[config.mk]
export PLATFORM = sky130hd
export DESIGN_NAME = op_dispatch
export DESIGN_NICKNAME = d
export VERILOG_FILES = /design/src/rtl/op_dispatch.sv
export SDC_FILE = /design/constraint.sdc
export NUM_CORES = 1
export LEC_CHECK = 0
export CAP_MARGIN = 20
export CORE_ASPECT_RATIO = 0.5
export CORE_UTILIZATION = 40
export DETAILED_ROUTE_END_ITERATION = 12
export GPL_ROUTABILITY_DRIVEN = 0
export HOLD_SLACK_MARGIN = 0.1
export PLACE_DENSITY = 0.74
export SLEW_MARGIN = 20
export SYNTH_ARGS = -nofsm -noshare
export SYNTH_HDL_FRONTEND = slang
export SYNTH_SLANG_ARGS = --single-unit
[constraint.sdc]
create_clock -name clk -period 1.35 [get_ports clk]
set_input_delay 0.2025 -clock clk [delete_from_list [all_inputs] [get_ports clk]]
set_output_delay 0.2025 -clock clk [all_outputs]
set_load 0.05 [all_outputs]
[src/rtl/op_dispatch.sv]
// Registered opcode dispatcher: valid/ready opcode in, held one-hot unit enable out.
// Optional build macro OP_DISPATCH_ILLEGAL_TRAP_EN makes an illegal opcode set a sticky err that blocks intake.
module op_dispatch #(
    parameter int SEL_W   = 4,
    parameter int NUM_OPS = 16,
    parameter int LAT_W   = 3
) (
    input  logic               clk,
    input  logic               rst_n,
    input  logic               in_valid,
    output logic               in_ready,
    input  logic [SEL_W-1:0]   op_sel,
    input  logic [LAT_W-1:0]   op_lat,
    input  logic               clr_err,
    output logic [NUM_OPS-1:0] en,
    output logic [SEL_W-1:0]   op_cur,
    output logic               busy,
    output logic               done,
    output logic               illegal,
    output logic               err
);

    typedef enum logic {
        IDLE   = 1'b0,
        ACTIVE = 1'b1
    } state_t;

    state_t             state_q, state_d;
    logic [LAT_W-1:0]   cnt_q, cnt_d;
    logic [SEL_W-1:0]   op_cur_q, op_cur_d;
    logic [NUM_OPS-1:0] en_q, en_d;
    logic               illegal_q, illegal_d;
    logic               err_q, err_d;

    logic [NUM_OPS-1:0] onehot_sel;
    logic               op_legal;
    logic               accept;
    logic               last_cycle;

    genvar gi;
    generate
        for (gi = 0; gi < NUM_OPS; gi++) begin : g_onehot
            assign onehot_sel[gi] = (op_sel == SEL_W'(gi));
        end
    endgenerate

    assign op_legal   = 32'(op_sel) < NUM_OPS;
    assign last_cycle = (cnt_q == '0);
    assign in_ready   = ((state_q == IDLE) || last_cycle) && !err_q;
    assign accept     = in_valid && in_ready;

    always_comb begin
        state_d   = state_q;
        cnt_d     = cnt_q;
        op_cur_d  = op_cur_q;
        en_d      = en_q;
        illegal_d = accept && !op_legal;
`ifdef OP_DISPATCH_ILLEGAL_TRAP_EN
        // Clear wins over a simultaneous illegal accept.
        err_d = clr_err ? 1'b0 : (err_q || (accept && !op_legal));
`else
        err_d = 1'b0;
`endif

        case (state_q)
            IDLE: begin
                if (accept && op_legal) begin
                    state_d  = ACTIVE;
                    cnt_d    = op_lat;
                    op_cur_d = op_sel;
                    en_d     = onehot_sel;
                end
            end
            ACTIVE: begin
                if (!last_cycle) begin
                    cnt_d = cnt_q - LAT_W'(1);
                end else if (accept && op_legal) begin
                    // Reload on the final cycle so the enable switches with no idle gap.
                    cnt_d    = op_lat;
                    op_cur_d = op_sel;
                    en_d     = onehot_sel;
                end else begin
                    state_d  = IDLE;
                    cnt_d    = '0;
                    op_cur_d = '0;
                    en_d     = '0;
                end
            end
            default: begin
                state_d  = IDLE;
                cnt_d    = '0;
                op_cur_d = '0;
                en_d     = '0;
            end
        endcase
    end

    always_ff @(posedge clk or negedge rst_n) begin
        if (!rst_n) begin
            state_q   <= IDLE;
            cnt_q     <= '0;
            op_cur_q  <= '0;
            en_q      <= '0;
            illegal_q <= 1'b0;
            err_q     <= 1'b0;
        end else begin
            state_q   <= state_d;
            cnt_q     <= cnt_d;
            op_cur_q  <= op_cur_d;
            en_q      <= en_d;
            illegal_q <= illegal_d;
            err_q     <= err_d;
        end
    end

`ifndef OP_DISPATCH_ILLEGAL_TRAP_EN
    logic unused_clr_err;
    assign unused_clr_err = clr_err;
`endif

    assign en      = en_q;
    assign op_cur  = op_cur_q;
    assign busy    = (state_q == ACTIVE);
    assign done    = (state_q == ACTIVE) && last_cycle;
    assign illegal = illegal_q;
    assign err     = err_q;

endmodule

==> impl_metrics.py <==
metrics = {
    "synthesis": {
        "synth-adder-area-share_pct": 2.323,
        "ys.flop_type": "sky130_fd_sc_hd__dfrtp_1",
        "post_synthesis_cell_area_um2": 1077,
        "syn_avg_cell_area_um2": 12.82,
        "ys_ff_latch": 24,
        "ys_async_sr_fraction_pct": 100.0,
        "yosys_warnings": 0,
        "dominant_combinational_cell_family_by_area_after_synthesis": "compound AO/OA/AOI/OAI gates",
        "synth-compound-area-share_pct": 25.09,
        "synth.area.mux_share_pct": 2.787,
        "synth-seq-area-share_pct": 55.75,
        "yosys.area_share.xor_xnor_pct": 0,
        "synthCells": 84,
        "synth-edff-count": 0,
        "synth-simple-area-share_pct": 8.943,
        "synth_cell_type_count": 23,
    },
    "place": {
        "placement.cell_area_um2": 1803,
        "port-buffer-count": 32,
        "dp_worst_setup_slack_ns": -0.1671,
        "detailed_place_hpwl_um": 2031,
    },
    "status": {
        "outcome": "finished with violations",
        "failed_checks": "setup timing",
    },
    "critical_path": {
        "worstPathMaxFanout": 3,
        "sort_of_element_at_the_start_of_the_critical_path": "flop",
        "worst-endpoint-arrival_ns": 1.46,
        "critPathRequiredTime_ns": 1.15,
        "setup.worst_path.end_class": "primary output",
        "critical_path_class": "flop to primary output",
    },
    "clock_tree": {
        "htree_num_levels": 1,
        "cts_tree": "built",
        "total_cts_buffers": 3,
        "clock_tree_sinks": 24,
        "max-clock-path-buffers": 2,
        "cts.clk_slew.worst_paths_ns": 0.09,
        "clk_latency_ns": 0.27,
        "clk_root_buffer_cell": "sky130_fd_sc_hd__clkbuf_8",
    },
    "route": {
        "detail_route.vias_per_cell": 5.345,
        "avgRoutedWirePerCell_um": 19.24,
        "drt_pre_antenna_iters": 4,
        "postRouteAntennaNets": 0,
        "detail_route.wirelength_um": 3406,
        "total_via_count_in_the_routed_design": 946,
        "first_iter_violations": 35,
        "detail_route.drc_violations": 0,
    },
    "floorplan": {
        "chipHeight_um": 38.70,
        "pin_count": 36,
        "fp-row-count": 12,
        "area_of_the_die_um2": 2917,
        "start_util_pct": 45.41,
        "die_width_um": 75.39,
        "area_inside_the_core_boundary_um2": 2372,
    },
    "global_routing": {
        "first_global_vias": 1038,
        "grt-ovfl-total": 0,
        "global_route.usage.total_pct": 27.99,
        "maximum_number_of_pins_on_one_net_before_global_route_repair": 25,
        "initial_antenna_violation_count": 0,
        "grt_first_pass_wirelength_um": 5526,
    },
    "power_and_ir_drop": {
        "powerDensity_nw_per_um2": 2462,
        "leakagePower_nw": 0.8892,
        "ir_worst_vdd_v": 0.002045,
    },
    "timing": {
        "min_period_over_period_pct": 123.1,
        "fin_worst_skew_ns": 0.002529,
        "timing.final.crit_period_ns": 1.662,
        "grt_setup_unrepaired": "yes",
        "post-route-worst-setup-slack_ns": -0.3124,
        "fmax_ghz": 0.6015,
        "setup_violations": 23,
        "timing.final.hold_violations": 0,
        "slew_violations": 0,
    },
    "hold_path": {
        "worstHoldPathType": "primary input to asynchronous set/reset pin",
    },
    "cells_and_area": {
        "final_design_area_no_fill_um2": 2019,
        "design.final.nets": 156,
        "area_growth_syn_to_layout_pct": 87.46,
        "antenna_cells": 0,
        "drive_gt1_share_pct": 47.89,
    },
    "flow_run": {
        "cap_viol_max_count": 0,
    },
}
## worst max-delay path, stage by stage, from the launching register on
cell	delay [ns]
sky130_fd_sc_hd__dfrtp_1	0.39
sky130_fd_sc_hd__inv_2	0.08
sky130_fd_sc_hd__ha_4	0.16
sky130_fd_sc_hd__nor2b_4	0.16
sky130_fd_sc_hd__buf_6	0.11
sky130_fd_sc_hd__and2_4	0.15
sky130_fd_sc_hd__buf_12	0.13
## cell usage after synthesis, types with 3 or more instances
master / number / area [um2]
sky130_fd_sc_hd__nand2_1: 4 / 15.01
sky130_fd_sc_hd__a22o_1: 12 / 105.1
sky130_fd_sc_hd__mux2i_1: 3 / 30.03
sky130_fd_sc_hd__nor2b_1: 4 / 25.02
sky130_fd_sc_hd__buf_4: 4 / 30.03
sky130_fd_sc_hd__dfrtp_1: 24 / 600.6
sky130_fd_sc_hd__a21oi_1: 3 / 15.01
sky130_fd_sc_hd__inv_1: 3 / 11.26
sky130_fd_sc_hd__a32o_1: 8 / 80.08
## sequential cells by signal, summed over array words and instances, names as in the netlist
name	cells
busy	1
cnt_q	3
op_cur	4
en	16
## cell type report
class                           count  area, um2
Timing Repair Buffer               59      779.5
Sequential cell                    24      601.8
Multi-Input combinational cell     52      511.7
Fill cell                         118      352.8
Tap cell                           35      43.79
Clock buffer                        3      41.29
Clock inverter                      1      30.03
Inverter                            3      11.26
## report_power, final
group	switching, mW	total (mW)	internal [mW]	leakage, nW
Sequential	0.265	1.19	0.925	0.318
Clock	0.241	0.638	0.397	0.0357
Combinational	1.52	3.14	1.62	0.536
Total	2.03	4.97	2.94	0.889
## final timing paths
path,startpoint,to,slack (ns),depth (start not counted)
setup / recovery,cnt_q[1]$_DFFE_PN0P_,done,-0.31,6
hold / removal,rst_n,cnt_q[0]$_DFFE_PN0P_,0.27,2
setup reg to reg,cnt_q[1]$_DFFE_PN0P_,en[3]$_DFFE_PN0P_,-0.22,6
hold reg to reg,en[15]$_DFFE_PN0P_,en[15]$_DFFE_PN0P_,0.57,1
max in group asynchronous,rst_n,busy$_DFF_PN0_,0.83,2
min in group clk,op_lat[0],cnt_q[0]$_DFFE_PN0P_,0.56,3
## cell usage in the layout (no fill, tap or decap), drive strengths merged, types with 3 or more instances in the layout
| cell | n |
|---|---|
| clkdlybuf4s50 | 9 |
| mux2i | 3 |
| nor2b | 4 |
| a32o | 8 |
| buf | 50 |
| nand2 | 4 |
| a22o | 12 |
| dfrtp | 24 |
| inv | 3 |
| clkbuf | 3 |
| a21oi | 3 |
## cells by family (layout without fill, tap and decap cells)
kind of cell,count (synthesis),count (layout)
AOI/OAI and AO/OA,29,29
other,1,2
DFF,24,24
buffers and inverters,9,66
muxes,3,3
and+or+nand+nor,16,16
adders and majority gates,2,2
## stage by stage
stage          std cells  hold WS (ns)  total power, mW  util [%]  TNS, ns
5_1_grt              177        0.2944            5.159     85.13   -4.254
4_1_cts              176        0.2937            4.844     84.34   -2.926
6_report             177        0.2722            4.971     85.13   -3.542
2_1_floorplan         85      -0.09309            2.466         -        0
3_5_place_dp         165        0.5472            3.791     76.00   -2.694
3_3_place_gp         165        0.5449            3.733     76.00   -2.191
## timing repair
action,4_1_cts,5_1_grt
hold buffers,0,0
setup endpoints to repair,22,26
cloned,1,0
setup buffers,6,3
pin swaps,4,2
gates resized for setup,19,2
## metal layers
metal	GRT usage, %	vias to the layer above	part of all wire (%)
met2	48.66	21	49
met4	8.333	0	2.8
met3	9.115	10	3.5
li1	-	437	-
met5	0	-	0
met1	33.72	478	45
(Power assumes the default switching activity.)
